**src/rtl/soc_system_pulse_out.sv**
```systemverilog
// soc_system_pulse_out: Avalon-MM output PIO with per-bit static levels plus
// auto-clearing timed pulses driven by one shared reload counter.
// Optional feature macro: SOC_SYSTEM_PULSE_OUT_IRQ_EN adds the pulse-done irq port,
// the irq_pend flag (PULSE read bit 31) and its clear-on-write (PULSE writedata[31]).
module soc_system_pulse_out #(
  parameter int unsigned WIDTH             = 16,
  parameter logic [15:0] RESET_VALUE       = 16'h0000,
  parameter logic [15:0] DEFAULT_PULSE_LEN = 16'd1000
) (
  input  logic             clk,
  input  logic             reset,
  input  logic [1:0]       address,
  input  logic             chipselect,
  input  logic             write_n,
  input  logic [31:0]      writedata,
  output logic [31:0]      readdata,
  output logic [WIDTH-1:0] out_port
`ifdef SOC_SYSTEM_PULSE_OUT_IRQ_EN
  ,
  output logic             irq
`endif
);

  localparam logic [1:0] ADDR_DATA  = 2'd0;
  localparam logic [1:0] ADDR_PULSE = 2'd1;
  localparam logic [1:0] ADDR_LEN   = 2'd2;
  localparam logic [1:0] ADDR_SETCLR = 2'd3;

  logic [WIDTH-1:0] data_q, data_d;
  logic [WIDTH-1:0] mask_q, mask_d;
  logic [15:0]      len_q, len_d;
  logic [15:0]      cnt_q, cnt_d;
  logic [31:0]      rdata_q, rdata_d;
  logic [WIDTH-1:0] out_q, out_d;
  logic             pend_q, pend_d;

  logic             wr;
  logic             trig;
  logic             done;
  logic [WIDTH-1:0] wr_bits;
  logic [WIDTH-1:0] clr_bits;
  logic             unused_wd;

  assign wr       = chipselect & ~write_n;
  assign wr_bits  = writedata[WIDTH-1:0];
  assign clr_bits = writedata[16 +: WIDTH];
  // Bits above WIDTH (and bit 31 without the irq feature) are intentionally ignored.
  assign unused_wd = ^writedata;

  // Register-file updates: DATA, PULSE_LEN and the SETCLR read-modify-write (clear wins).
  always_comb begin
    data_d = data_q;
    len_d  = len_q;
    if (wr && address == ADDR_DATA) begin
      data_d = wr_bits;
    end else if (wr && address == ADDR_SETCLR) begin
      data_d = (data_q | wr_bits) & ~clr_bits;
    end
    if (wr && address == ADDR_LEN) begin
      len_d = writedata[15:0];
    end
  end

  // Pulse engine: a nonzero PULSE write ORs bits in and reloads the counter; the
  // reload takes priority over the 1->0 expiry so a retrigger never drops the mask.
  always_comb begin
    trig   = wr && (address == ADDR_PULSE) && (|wr_bits);
    done   = 1'b0;
    mask_d = mask_q;
    cnt_d  = cnt_q;
    if (trig) begin
      mask_d = mask_q | wr_bits;
      cnt_d  = (len_q == 16'd0) ? 16'd1 : len_q;
    end else if (cnt_q != 16'd0) begin
      cnt_d = cnt_q - 16'd1;
      if (cnt_q == 16'd1) begin
        mask_d = '0;
        done   = 1'b1;
      end
    end
  end

`ifdef SOC_SYSTEM_PULSE_OUT_IRQ_EN
  // Pulse-done flag: completion sets it, PULSE write with bit 31 clears it; set wins.
  always_comb begin
    pend_d = pend_q;
    if (done) begin
      pend_d = 1'b1;
    end else if (wr && address == ADDR_PULSE && writedata[31]) begin
      pend_d = 1'b0;
    end
  end

  assign irq = pend_q;
`else
  // Without the irq feature the pending flag is tied off; completion is not recorded.
  always_comb begin
    pend_d = 1'b0;
  end
`endif

  // Read mux and output composition; both are registered below (1-cycle latency).
  always_comb begin
    out_d = data_q | mask_q;
    case (address)
      ADDR_DATA:  rdata_d = 32'(data_q);
      ADDR_PULSE: rdata_d = {pend_q, 31'(mask_q)};
      ADDR_LEN:   rdata_d = {16'd0, len_q};
      default:    rdata_d = 32'd0;
    endcase
  end

  // State registers; reset overrides any write presented on the same edge.
  always_ff @(posedge clk) begin
    if (reset) begin
      data_q  <= RESET_VALUE[WIDTH-1:0];
      mask_q  <= '0;
      len_q   <= DEFAULT_PULSE_LEN;
      cnt_q   <= 16'd0;
      rdata_q <= 32'd0;
      out_q   <= RESET_VALUE[WIDTH-1:0];
      pend_q  <= 1'b0;
    end else begin
      data_q  <= data_d;
      mask_q  <= mask_d;
      len_q   <= len_d;
      cnt_q   <= cnt_d;
      rdata_q <= rdata_d;
      out_q   <= out_d;
      pend_q  <= pend_d;
    end
  end

  assign readdata = rdata_q;
  assign out_port = out_q;

endmodule

```
**config.mk**
```make
export PLATFORM = sky130hd
export DESIGN_NAME = soc_system_pulse_out
export DESIGN_NICKNAME = d
export VERILOG_FILES = /design/src/rtl/soc_system_pulse_out.sv
export SDC_FILE = /design/constraint.sdc
export NUM_CORES = 1
export LEC_CHECK = 0
export BUFFER_PORTS_ARGS = -buffer_cell sky130_fd_sc_hd__buf_2
export CORE_MARGIN = 1
export CORE_UTILIZATION = 45
export CTS_BUF_LIST = sky130_fd_sc_hd__clkbuf_8
export CTS_CLUSTER_SIZE = 20
export DETAILED_ROUTE_END_ITERATION = 8
export GPL_TIMING_DRIVEN = 0
export PLACE_DENSITY = 0.67
export SLEW_MARGIN = 10
export SYNTH_ARGS = -nofsm -noshare
export SYNTH_HDL_FRONTEND = slang
export SYNTH_SLANG_ARGS = --single-unit
```
**constraint.sdc**
```tcl
create_clock -name clk -period 2 [get_ports clk]
set_input_delay 0.2 -clock clk [delete_from_list [all_inputs] [get_ports clk]]
set_output_delay 0.2 -clock clk [all_outputs]
set_load 0.005 [all_outputs]
```
==> impl_results.rst, run 1 <==
.. list-table::
   :header-rows: 1

   * - Metric
     - Value
   * - Async set or reset register ratio after synthesis
     - 0
   * - Pre-CTS setup slack
     - -0.4142 ns
   * - # H-tree levels
     - 3
   * - Clk Tree Root Cell
     - sky130_fd_sc_hd__clkbuf_8
   * - Cell count after synthesis
     - roughly 500
   * - Post-synth top area share
     - 0.4629
   * - Wire length of the first global-routing pass
     - 17920 µm
   * - Register area share after synthesis
     - 0.4629
   * - Post-Synthesis Mean Instance Area
     - 8.336 µm²
   * - Placed cell count
     - 689
   * - Ys flop type
     - sky130_fd_sc_hd__dfxtp_1
   * - Worst min-delay path endpoint
     - data_q[0]
   * - Antenna fix cells
     - 0
   * - Number of library cell types mapped by synthesis
     - 43
   * - TritonCTS Buffers
     - 9
   * - Total clock sinks
     - between 90 and 100
   * - Sum of routed wire length over all layers
     - 11110 µm
   * - Count of synthesis-stage warnings from yosys
     - 0
   * - Setup TNS after final layout
     - 0 ns
   * - Arrival time at the worst endpoint
     - about 2.2 ns
   * - Die Y-Extent
     - between 90 and 100 µm
   * - Leading post-synthesis cells by cell area
     - sky130_fd_sc_hd__dfxtp_1 (46%), sky130_fd_sc_hd__nor2_1 (8.7%), sky130_fd_sc_hd__a21oi_1 (7.5%), sky130_fd_sc_hd__nand2_1 (5.0%), sky130_fd_sc_hd__mux2i_1 (4.1%)
   * - Number of buffers added on ports
     - 68
   * - Vias in the first global route
     - 3650
   * - CP Data Required Time
     - 2.25 ns
   * - Total setup violations reported at the end of the flow
     - 0
   * - Crit Path Class
     - flop to flop
   * - DRC violations left
     - 10
   * - DR iter-0 viols
     - 201
   * - Area of the die
     - 9614 µm²
   * - Biggest cell delay along the critical path
     - 0.60 ns
   * - CTS tree
     - done
   * - Detailed placement HPWL
     - 8332 µm
   * - Number of nets in the finished design
     - 644
   * - Core box area
     - around 8800 µm²
   * - Final period demand of the worst path
     - about 1.9 ns
   * - Worst Slack Setup Final
     - between 0.09 and 0.1 ns
   * - Pin count of the biggest net entering global routing
     - 19
   * - Insertion delay of the later-clocked pin in the worst-skew pair
     - 0.37 ns
   * - Crit path max fanout
     - 7
   * - Top-Level Pins
     - 86
   * - Launch instance of the worst min-delay path
     - writedata[16]
   * - Kind of end point of the critical path
     - flop
   * - End of the worst register-to-register path
     - cnt_q[4]
   * - Cell area after placement
     - 4683 µm²
   * - Unrepaired setup endpoints after global routing
     - yes
   * - Cell leakage power
     - 0.002079 µW
   * - IR Drop Worst-Case VDD
     - 0.0007226 V
   * - Failing checks
     - DRC
   * - Multi-input gate area in the final layout
     - ~2100 µm²
   * - Worst reg2reg setup slack
     - 0.09 ns
   * - Fraction of layout cells with a size suffix above 1
     - 0.2365
   * - Wire per inst
     - 15.50 µm
   * - Cell count of the worst hold path
     - 2
   * - Final antenna-violating net count
     - 0
   * - Max-slew violation count
     - 0
   * - Worst Tran Pin Value
     - 0.5330 ns
   * - Fillcell total
     - approximately 840
   * - Power per unit of standard cell area
     - 1104 nW/µm²
   * - Post-route cell area
     - 5032 µm²
   * - Synth area leader
     - sky130_fd_sc_hd__dfxtp_1
   * - Starting utilization of the core area
     - 0.4714
   * - Number of hold-slack violations in the final timing report
     - 0
   * - FF/Latch Area
     - 1929 µm²
   * - Relative slew slack
     - 0.6446
   * - Gr ovfl total
     - 0
   * - Count of vias placed by the detailed router
     - slightly below 4000
   * - Period utilisation layout
     - 0.9546
   * - Final Wtd Congestion
     - ~0.9
   * - Top post-synthesis cells by count
     - sky130_fd_sc_hd__dfxtp_1 (96), sky130_fd_sc_hd__nor2_1 (96), sky130_fd_sc_hd__a21oi_1 (62)
   * - Clock skew
     - 0.01295 ns
   * - Site Rows
     - 34
   * - Finished Layout Cells
     - slightly above 700
   * - Floorplan die width
     - between 90 and 100 µm
   * - Cell with the biggest individual delay on the critical path
     - sky130_fd_sc_hd__or4_4
   * - Run status
     - finished with violations
   * - Initial antenna violation count
     - 0
   * - Hold slack final
     - 0.01785 ns
   * - Maximum clock rate
     - 0.5238 GHz
   * - Layout overhead on the synthesized area
     - 21.22%
   * - GRT Overall Usage
     - 0.2371
   * - Cts-stage hold buffer count
     - 0
   * - First-pass detailed-route iteration total
     - 8
   * - Via density per instance
     - around 5.4
   * - Worst reg2reg path startpoint
     - cnt_q[12]
   * - Crit start category
     - flop
   * - Count of flip-flops with a built-in enable after synthesis
     - 0
   * - Number of cells on the worst reg-to-reg path
     - 6
   * - CTS clk-pin slew, worst paths
     - 0.10 ns
   * - Cell breakdown of the critical path
     - or4_4, nor2_2, nand2_2, buf_4, a221oi_1, nor3_1
   * - Max cap viols
     - 0
   * - Total of flip-flops plus latches after synthesis
     - 96
   * - Post-synthesis instance area
     - 4151 µm²
   * - Largest buffer count on any clock path
     - 2
   * - Worst min-delay path class
     - input port to flop
## worst max-delay path by stage
stage / endpoint / slack (ns) / start / cells after the start
finish: cnt_q[4] / 0.09 / cnt_q[12] / 6
global route: cnt_q[1] / -0.006 / cnt_q[11] / 5
CTS: mask_q[12] / 0.007 / cnt_q[2] / 5
detailed placement: cnt_q[10] / -0.41 / cnt_q[0] / 7
global placement: cnt_q[10] / -0.30 / cnt_q[0] / 7
floorplan: cnt_q[10] / 0.01 / cnt_q[0] / 7
## cell usage in the layout (no fill, tap or decap), drive strengths merged, types with 4 or more instances in the layout
| master | count |
|---|---|
| clkbuf | 30 |
| or4 | 4 |
| dfxtp | 96 |
| nor3 | 8 |
| a211oi | 5 |
| xor2 | 4 |
| nand2 | 56 |
| or3 | 6 |
| buf | 108 |
| o21ai | 6 |
| a2111oi | 16 |
| a21oi | 62 |
| nand3b | 13 |
| xnor2 | 6 |
| o31ai | 16 |
| conb | 16 |
| nor2 | 96 |
| nor4 | 9 |
| mux2i | 17 |
| inv | 6 |
## critical path: cells and delay by family (launching register included)
kind	cells	cell delay, ns
buffers and inverters	1	0.20
and+or+nand+nor	4	0.95
AOI/OAI and AO/OA	1	0.28
DFF	1	0.36
## routing by layer
| metal | GRT usage | share of wire | vias up |
|---|---|---|---|
| met3 | 0.04009 | 0.065 | 20 |
| met2 | 0.4009 | 0.47 | 144 |
| met5 | 0 | 0 | - |
| li1 | - | - | 1928 |
| met4 | 0.1107 | 0.023 | 0 |
| met1 | 0.2942 | 0.44 | 1790 |
## per-stage QoR
| stage | util | total power (µW) |
|---|---|---|
| finish | 0.5715 | 5555 |
| global route | 0.5715 | 5853 |
| CTS | 0.5662 | 5423 |
| detailed placement | 0.5318 | 3928 |
| global placement | 0.5318 | 3870 |
| floorplan | - | 3506 |
## kinds of logic (layout without fill, tap and decap cells)
group                    Yosys count  after routing  share of synthesized area
AO/OA/AOI/OAI                    111            111                     0.1664
multiplexers                      17             17                    0.04099
adder cells (fa/ha/maj)            2              2                   0.006027
XOR/XNOR                          10             10                    0.02110
AND/OR/NAND/NOR                  210            210                     0.2381
flip-flops                        96             96                     0.4629
other                              1             16                  0.0009033
buffers and inverters             51            147                    0.06359
## sequential cells by signal, summed over array words and instances (netlist names)
signal and flops:
mask_q 16, len_q 16, cnt_q 16, data_q 16, out_port 16, readdata 16
## report_power, final
part	switching [µW]	internal [µW]
logic	1090	942
clock network	733	478
registers	208	2110
## layout make-up
| class | count | share of cell area |
|---|---|---|
| Buffer | 49 | 0.05147 |
| Tap cell | 108 | 0.02685 |
| Clock buffer | 9 | 0.02461 |
| Multi-Input combinational cell | 366 | 0.4140 |
| Clock inverter | 7 | 0.01218 |
| Inverter | 2 | 0.001989 |
| Sequential cell | 96 | 0.3834 |
| Timing Repair Buffer | 80 | 0.08553 |
## timing repair
| action | in CTS | in global routing |
|---|---|---|
| pin swaps | 5 | 5 |
| gates resized for setup | 15 | 6 |
| setup buffers | 9 | 3 |
| setup endpoints to repair | 23 | 24 |
| cloned | 0 | 0 |
(Power assumes the default switching activity.)
==> run 2, diff against run 1 <==
Settings changed: CORE_ASPECT_RATIO from default to 1.4.
==> impl_results.rst, run 2 (synthesis results as in run 1) <==
.. list-table::
   :header-rows: 1

   * - Metric
     - Value
   * - Run status
     - complete, no violations (was finished with violations)
   * - Total clock sinks
     - 96 (unchanged)
   * - Launch instance of the worst min-delay path
     - writedata[19] (was writedata[16])
   * - Relative slew slack
     - 0.6337 (was 0.6446)
   * - Clk Tree Root Cell
     - sky130_fd_sc_hd__clkbuf_8 (unchanged)
   * - # H-tree levels
     - 3 (unchanged)
   * - Top-Level Pins
     - 86 (unchanged)
   * - DR iter-0 viols
     - 245 (was 201)
   * - Period utilisation layout
     - 0.9424 (was 0.9546)
   * - Cell leakage power
     - 0.002070 µW (was 0.002079 µW)
   * - Final period demand of the worst path
     - 1.885 ns (was 1.909 ns)
   * - Vias in the first global route
     - 3699 (was 3650)
   * - Core box area
     - 8977 µm² (was 8806 µm²)
   * - Max cap viols
     - 0 (unchanged)
   * - Power per unit of standard cell area
     - 1131 nW/µm² (was 1104 nW/µm²)
   * - Layout overhead on the synthesized area
     - 20.74% (was 21.22%)
   * - Arrival time at the worst endpoint
     - 2.12 ns (was 2.16 ns)
   * - Area of the die
     - 9619 µm² (was 9614 µm²)
   * - Gr ovfl total
     - 0 (unchanged)
   * - Crit start category
     - flop (unchanged)
   * - Biggest cell delay along the critical path
     - 0.60 ns (about the same)
   * - Total setup violations reported at the end of the flow
     - 0 (unchanged)
   * - GRT Overall Usage
     - 0.2348 (was 0.2371)
   * - Cell with the biggest individual delay on the critical path
     - sky130_fd_sc_hd__or4_4 (unchanged)
   * - Worst Slack Setup Final
     - 0.1153 ns (was 0.09083 ns)
   * - TritonCTS Buffers
     - 9 (unchanged)
   * - Worst reg2reg path startpoint
     - cnt_q[12] (unchanged)
   * - Sum of routed wire length over all layers
     - 11120 µm (was 11110 µm)
   * - Count of vias placed by the detailed router
     - 3835 (was 3882)
   * - DRC violations left
     - 0 (was 10)
   * - Clock skew
     - 0.01023 ns (was 0.01295 ns)
   * - Wire per inst
     - 15.63 µm (was 15.50 µm)
   * - Cell count of the worst hold path
     - 2 (unchanged)
   * - Worst Tran Pin Value
     - 0.5465 ns (was 0.5330 ns)
   * - Fraction of layout cells with a size suffix above 1
     - 0.2235 (was 0.2365)
   * - Cell breakdown of the critical path
     - or4_4, nor2_2, nand2_2, buf_4, o31ai_1, a21oi_1 (was or4_4, nor2_2, nand2_2, buf_4, a221oi_1, nor3_1)
   * - Unrepaired setup endpoints after global routing
     - no (was yes)
   * - Antenna fix cells
     - 0 (unchanged)
   * - Worst reg2reg setup slack
     - 0.12 ns (was 0.09 ns)
   * - Most used cells in the layout excluding fill and tap cells
     - sky130_fd_sc_hd__nor2_1 (95), sky130_fd_sc_hd__dfxtp_1 (94), sky130_fd_sc_hd__buf_2 (74), sky130_fd_sc_hd__a21oi_1 (62), sky130_fd_sc_hd__nand2_1 (55) (was sky130_fd_sc_hd__nor2_1 (95), sky130_fd_sc_hd__dfxtp_1 (92), sky130_fd_sc_hd__buf_2 (74), sky130_fd_sc_hd__a21oi_1 (62), sky130_fd_sc_hd__nand2_1 (55))
   * - Largest buffer count on any clock path
     - 2 (unchanged)
   * - Commonest non-fill, non-tap cell in the layout
     - sky130_fd_sc_hd__nor2_1 (unchanged)
   * - Number of cells on the worst reg-to-reg path
     - 6 (unchanged)
   * - End of the worst register-to-register path
     - mask_q[11] (was cnt_q[4])
   * - Kind of end point of the critical path
     - flop (unchanged)
   * - Floorplan die width
     - 83.18 µm (was 98.05 µm)
   * - Crit path max fanout
     - 10 (was 7)
   * - First-pass detailed-route iteration total
     - 4 (was 8)
   * - Final Wtd Congestion
     - 0.8809 (was 0.9084)
   * - Number of hold-slack violations in the final timing report
     - 0 (unchanged)
   * - Worst min-delay path class
     - input port to flop (unchanged)
   * - Pre-CTS setup slack
     - -0.4040 ns (was -0.4142 ns)
   * - Fillcell total
     - 806 (was 837)
   * - Via density per instance
     - 5.394 (was 5.414)
   * - CTS tree
     - done (unchanged)
   * - Die Y-Extent
     - 115.6 µm (was 98.05 µm)
   * - Number of nets in the finished design
     - 639 (was 644)
   * - Number of buffers added on ports
     - 68 (unchanged)
   * - Overall power
     - 5670 µW (was 5555 µW)
   * - Worst min-delay path endpoint
     - data_q[3] (was data_q[0])
   * - Insertion delay of the later-clocked pin in the worst-skew pair
     - 0.37 ns (about the same)
   * - Max-slew violation count
     - 0 (unchanged)
   * - Initial antenna violation count
     - 0 (unchanged)
   * - Wire length of the first global-routing pass
     - 17800 µm (was 17920 µm)
   * - IR Drop Worst-Case VDD
     - 0.0006765 V (was 0.0007226 V)
   * - Starting utilization of the core area
     - 0.4624 (was 0.4714)
   * - Maximum clock rate
     - 0.5306 GHz (was 0.5238 GHz)
   * - Final antenna-violating net count
     - 0 (unchanged)
   * - Crit Path Class
     - flop to flop (unchanged)
   * - Site Rows
     - 41 (was 34)
   * - Pin count of the biggest net entering global routing
     - 17 (was 19)
   * - CP Data Required Time
     - 2.24 ns (was 2.25 ns)
   * - CTS clk-pin slew, worst paths
     - 0.09 ns (was 0.10 ns)
   * - Detailed placement HPWL
     - 8335 µm (was 8332 µm)
run 2: cell count changes in the layout (fill, tap and decap cells not counted), sizes merged:
cell,before,now
clkinv,2,3
clkinvlp,1,0
clkbuf,30,31
bufinv,0,2
buf,108,103
inv,6,3
run 2: worst max-delay path by stage:
stage | slack (ns) | cells after the start | to | from
global placement | -0.34 | 7 | cnt_q[10] | cnt_q[0]
global route | 0.02 | 8 | data_q[5] | address[0]
detailed placement | -0.40 | 7 | cnt_q[10] | cnt_q[0]
floorplan | 0.01 | 7 | cnt_q[10] | cnt_q[0]
CTS | 0.0009 | 8 | cnt_q[1] | cnt_q[0]
finish | 0.12 | 6 | mask_q[11] | cnt_q[12]
run 2: repair_timing:
item | in CTS | in global routing
resized for setup | 10 | 4
hold buffers | 0 | 0
pin swaps | 3 | 4
setup endpoints to repair | 23 | 22
endpoints found under the hold margin | 0 | 0
setup buffers | 6 | 1
run 2: worst max-delay path: cells and delay by family (launching register included):
family                 cells  cell delay (ns)
DFF                        1             0.35
and+or+nand+nor            3             0.85
buffers and inverters      1             0.20
AOI/OAI and AO/OA          2             0.37
run 2: layout make-up:
| type | instances | area (µm²) | share of cell area |
|---|---|---|---|
| clock inverters | 6 | 91.34 | 0.01822 |
| clock buffers | 10 | 137.6 | 0.02746 |
| repair buffers | 75 | 392.9 | 0.07838 |
| multi-input cells | 366 | 2066 | 0.4121 |
| plain buffers | 49 | 259.0 | 0.05167 |
| inverters | 2 | 7.507 | 0.001498 |
| well taps | 107 | 133.9 | 0.02671 |
| flip-flops and latches | 96 | 1924 | 0.3839 |
run 2: through the flow:
step	area, µm²	instances	hold slack (ns)	setup TNS (ns)	util
floorplan	4208	513	0.3129	0	-
global placement	4682	688	0.3964	-3.182	0.5215
detailed placement	4682	688	0.4023	-4.170	0.5215
CTS	4989	710	0.01054	0	0.5557
global route	5012	711	0.01069	0	0.5583
finish	5012	711	0.01325	0	0.5583
run 2: report_power, final:
group | total (µW) | switching (µW) | internal [µW] | leakage, µW
logic | 1910 | 1030 | 888 | 0.00117
clock network | 1450 | 700 | 745 | 0.000117
registers | 2310 | 214 | 2100 | 0.000781
total | 5670 | 1940 | 3730 | 0.00207
run 2: routing by layer:
layer	wire length (µm)	share of wire	GRT usage	vias to the layer above
met2	5707	0.51	0.4268	116
met5	0	0	0	-
li1	-	-	-	1913
met1	4598	0.41	0.2688	1778
met3	443	0.040	0.03276	28
met4	366	0.033	0.1230	0
==> run 3, diff against run 2 <==
Settings changed: HOLD_SLACK_MARGIN from default to 0.12.
==> impl_results.rst, run 3 (synthesis results as in run 1) <==
.. list-table::
   :header-rows: 1

   * - Metric
     - Value
   * - Run status
     - complete, no violations (unchanged)
   * - Finished Core Util
     - 0.5929 (was 0.5583)
   * - Worst Tran Pin Value
     - 0.5660 ns (was 0.5465 ns)
   * - Cell breakdown of the critical path
     - or4_4, nor2_2, nand2_2, buf_4, o31ai_1, a21oi_1 (unchanged)
   * - Kind of end point of the critical path
     - flop (unchanged)
   * - Starting utilization of the core area
     - 0.4624 (unchanged)
   * - Initial antenna violation count
     - 0 (unchanged)
   * - Max cap viols
     - 0 (unchanged)
   * - Fraction of layout cells with a size suffix above 1
     - 0.2126 (was 0.2235)
   * - Floorplan die width
     - 83.18 µm (unchanged)
   * - Wire per inst
     - 16.00 µm (was 15.63 µm)
   * - Total clock sinks
     - 96 (unchanged)
   * - Placed cell count
     - 688 (unchanged)
   * - GRT Overall Usage
     - 0.2522 (was 0.2348)
   * - Site Rows
     - 41 (unchanged)
   * - Number of hold-slack violations in the final timing report
     - 0 (unchanged)
   * - Top-Level Pins
     - 86 (unchanged)
   * - Unrepaired setup endpoints after global routing
     - no (unchanged)
   * - Maximum clock rate
     - 0.5241 GHz (was 0.5306 GHz)
   * - Final Wtd Congestion
     - 0.8809 (unchanged)
   * - Pre-CTS setup slack
     - -0.4040 ns (unchanged)
   * - Setup TNS after final layout
     - 0 ns (unchanged)
   * - Max-slew violation count
     - 0 (unchanged)
   * - Pin count of the biggest net entering global routing
     - 17 (unchanged)
   * - Crit start category
     - flop (unchanged)
   * - Detailed placement HPWL
     - 8335 µm (unchanged)
   * - Cell with the biggest individual delay on the critical path
     - sky130_fd_sc_hd__or4_4 (unchanged)
   * - Count of vias placed by the detailed router
     - 4064 (was 3835)
   * - Core box area
     - 8977 µm² (unchanged)
   * - Cell leakage power
     - 0.002199 µW (was 0.002070 µW)
   * - Crit Path Class
     - flop to flop (unchanged)
   * - Worst min-delay path class
     - input port to flop (unchanged)
   * - Biggest cell delay along the critical path
     - 0.60 ns (about the same)
   * - Commonest non-fill, non-tap cell in the layout
     - sky130_fd_sc_hd__nor2_1 (unchanged)
   * - Area of the die
     - 9619 µm² (unchanged)
   * - Insertion delay of the later-clocked pin in the worst-skew pair
     - 0.37 ns (about the same)
   * - Period utilisation layout
     - 0.9540 (was 0.9424)
   * - Gr ovfl total
     - 0 (unchanged)
   * - Relative slew slack
     - 0.6226 (was 0.6337)
   * - Final antenna-violating net count
     - 0 (unchanged)
   * - Crit path max fanout
     - 10 (unchanged)
   * - Finished Layout Cells
     - 742 (was 711)
   * - Worst Slack Setup Final
     - 0.09196 ns (was 0.1153 ns)
   * - CTS tree
     - done (unchanged)
   * - CP Data Required Time
     - 2.24 ns (about the same)
   * - Most used cells in the layout excluding fill and tap cells
     - sky130_fd_sc_hd__nor2_1 (95), sky130_fd_sc_hd__dfxtp_1 (94), sky130_fd_sc_hd__buf_2 (74), sky130_fd_sc_hd__a21oi_1 (62), sky130_fd_sc_hd__nand2_1 (55) (unchanged)
   * - # H-tree levels
     - 3 (unchanged)
   * - Clk Tree Root Cell
     - sky130_fd_sc_hd__clkbuf_8 (unchanged)
   * - CTS clk-pin slew, worst paths
     - 0.09 ns (about the same)
   * - Antenna fix cells
     - 0 (unchanged)
   * - Arrival time at the worst endpoint
     - 2.14 ns (was 2.12 ns)
   * - First-pass detailed-route iteration total
     - 6 (was 4)
   * - Sum of routed wire length over all layers
     - 11870 µm (was 11120 µm)
   * - Final period demand of the worst path
     - 1.908 ns (was 1.885 ns)
   * - DRC violations left
     - 0 (unchanged)
   * - DR iter-0 viols
     - 327 (was 245)
   * - Number of nets in the finished design
     - 670 (was 639)
   * - Layout overhead on the synthesized area
     - 28.21% (was 20.74%)
   * - TritonCTS Buffers
     - 9 (unchanged)
   * - Clock skew
     - 0.01182 ns (was 0.01023 ns)
   * - Number of buffers added on ports
     - 68 (unchanged)
   * - IR Drop Worst-Case VDD
     - 0.0006741 V (was 0.0006765 V)
   * - Fillcell total
     - 766 (was 806)
   * - Die Y-Extent
     - 115.6 µm (unchanged)
   * - Wire length of the first global-routing pass
     - 19090 µm (was 17800 µm)
   * - Total setup violations reported at the end of the flow
     - 0 (unchanged)
   * - Vias in the first global route
     - 3965 (was 3699)
   * - Crit-path leading delay family
     - simple AND/OR/NAND/NOR gates (unchanged)
   * - Number of buffers and inverters on the critical path
     - 1 (unchanged)
   * - Largest buffer count on any clock path
     - 2 (unchanged)
   * - Via density per instance
     - 5.477 (was 5.394)
   * - Power per unit of standard cell area
     - 1076 nW/µm² (was 1131 nW/µm²)
==> run 3: changes by cell type in the layout (fill, tap and decap cells not counted) <==
cell                            before  now
sky130_fd_sc_hd__dlygate4sd3_1       0   31
==> run 3: cell type report <==
type,count,area (µm²),area share
inverter,2,7.507,0.001410
sequential,96,1924,0.3615
timing repair buffer,106,703.2,0.1321
clock buffer,10,137.6,0.02586
multi-input combinational,366,2066,0.3881
tap,107,133.9,0.02515
buffer,49,259.0,0.04866
clock inverter,6,91.34,0.01716
==> run 3: path summary, 6_finish.rpt <==
path | end | cells past startpoint | start | slack, ns
hold reg to reg | mask_q[3] | 2 | mask_q[3] | 0.49
hold / removal | mask_q[7] | 3 | writedata[7] | 0.13
setup / recovery | mask_q[12] | 6 | cnt_q[12] | 0.09
setup reg to reg | mask_q[12] | 6 | cnt_q[12] | 0.09
==> run 3: through the flow <==
stage	cell area, µm²	hold slack, ns	total power [µW]
floorplan	4208	0.3129	3506
global placement	4682	0.3964	3864
detailed placement	4682	0.4023	3925
CTS	5299	0.1207	5646
global route	5323	0.1342	6045
finish	5323	0.1319	5729
==> run 3: where the power goes <==
group          internal (µW)  switching [µW]  total, µW  leakage, µW
registers               2100             214       2310     0.000781
clock network            745             705       1450     0.000117
logic                    928            1040       1970      0.00130
total                   3770            1960       5730      0.00220
==> run 3: layer usage <==
metal / vias up / GRT usage / part of all wire
met5: - / 0 / 0
met4: 0 / 0.1598 / 0.051
met3: 56 / 0.03917 / 0.058
met2: 185 / 0.4470 / 0.50
met1: 1847 / 0.2849 / 0.39
li1: 1976 / - / -
==> run 3: worst min-delay path, cell delays in order <==
cell                      delay (ns)
sky130_fd_sc_hd__buf_2          0.14
sky130_fd_sc_hd__nand2_1        0.06
sky130_fd_sc_hd__a21oi_1        0.05
==> run 3: timing repair <==
action	4_1_cts	5_1_grt
buffers inserted	6	1
setup endpoints to repair	23	22
gates resized for setup	10	4
hold buffers	31	0
pin swaps	3	4
hold endpoints to repair	40	0
cloned	0	0
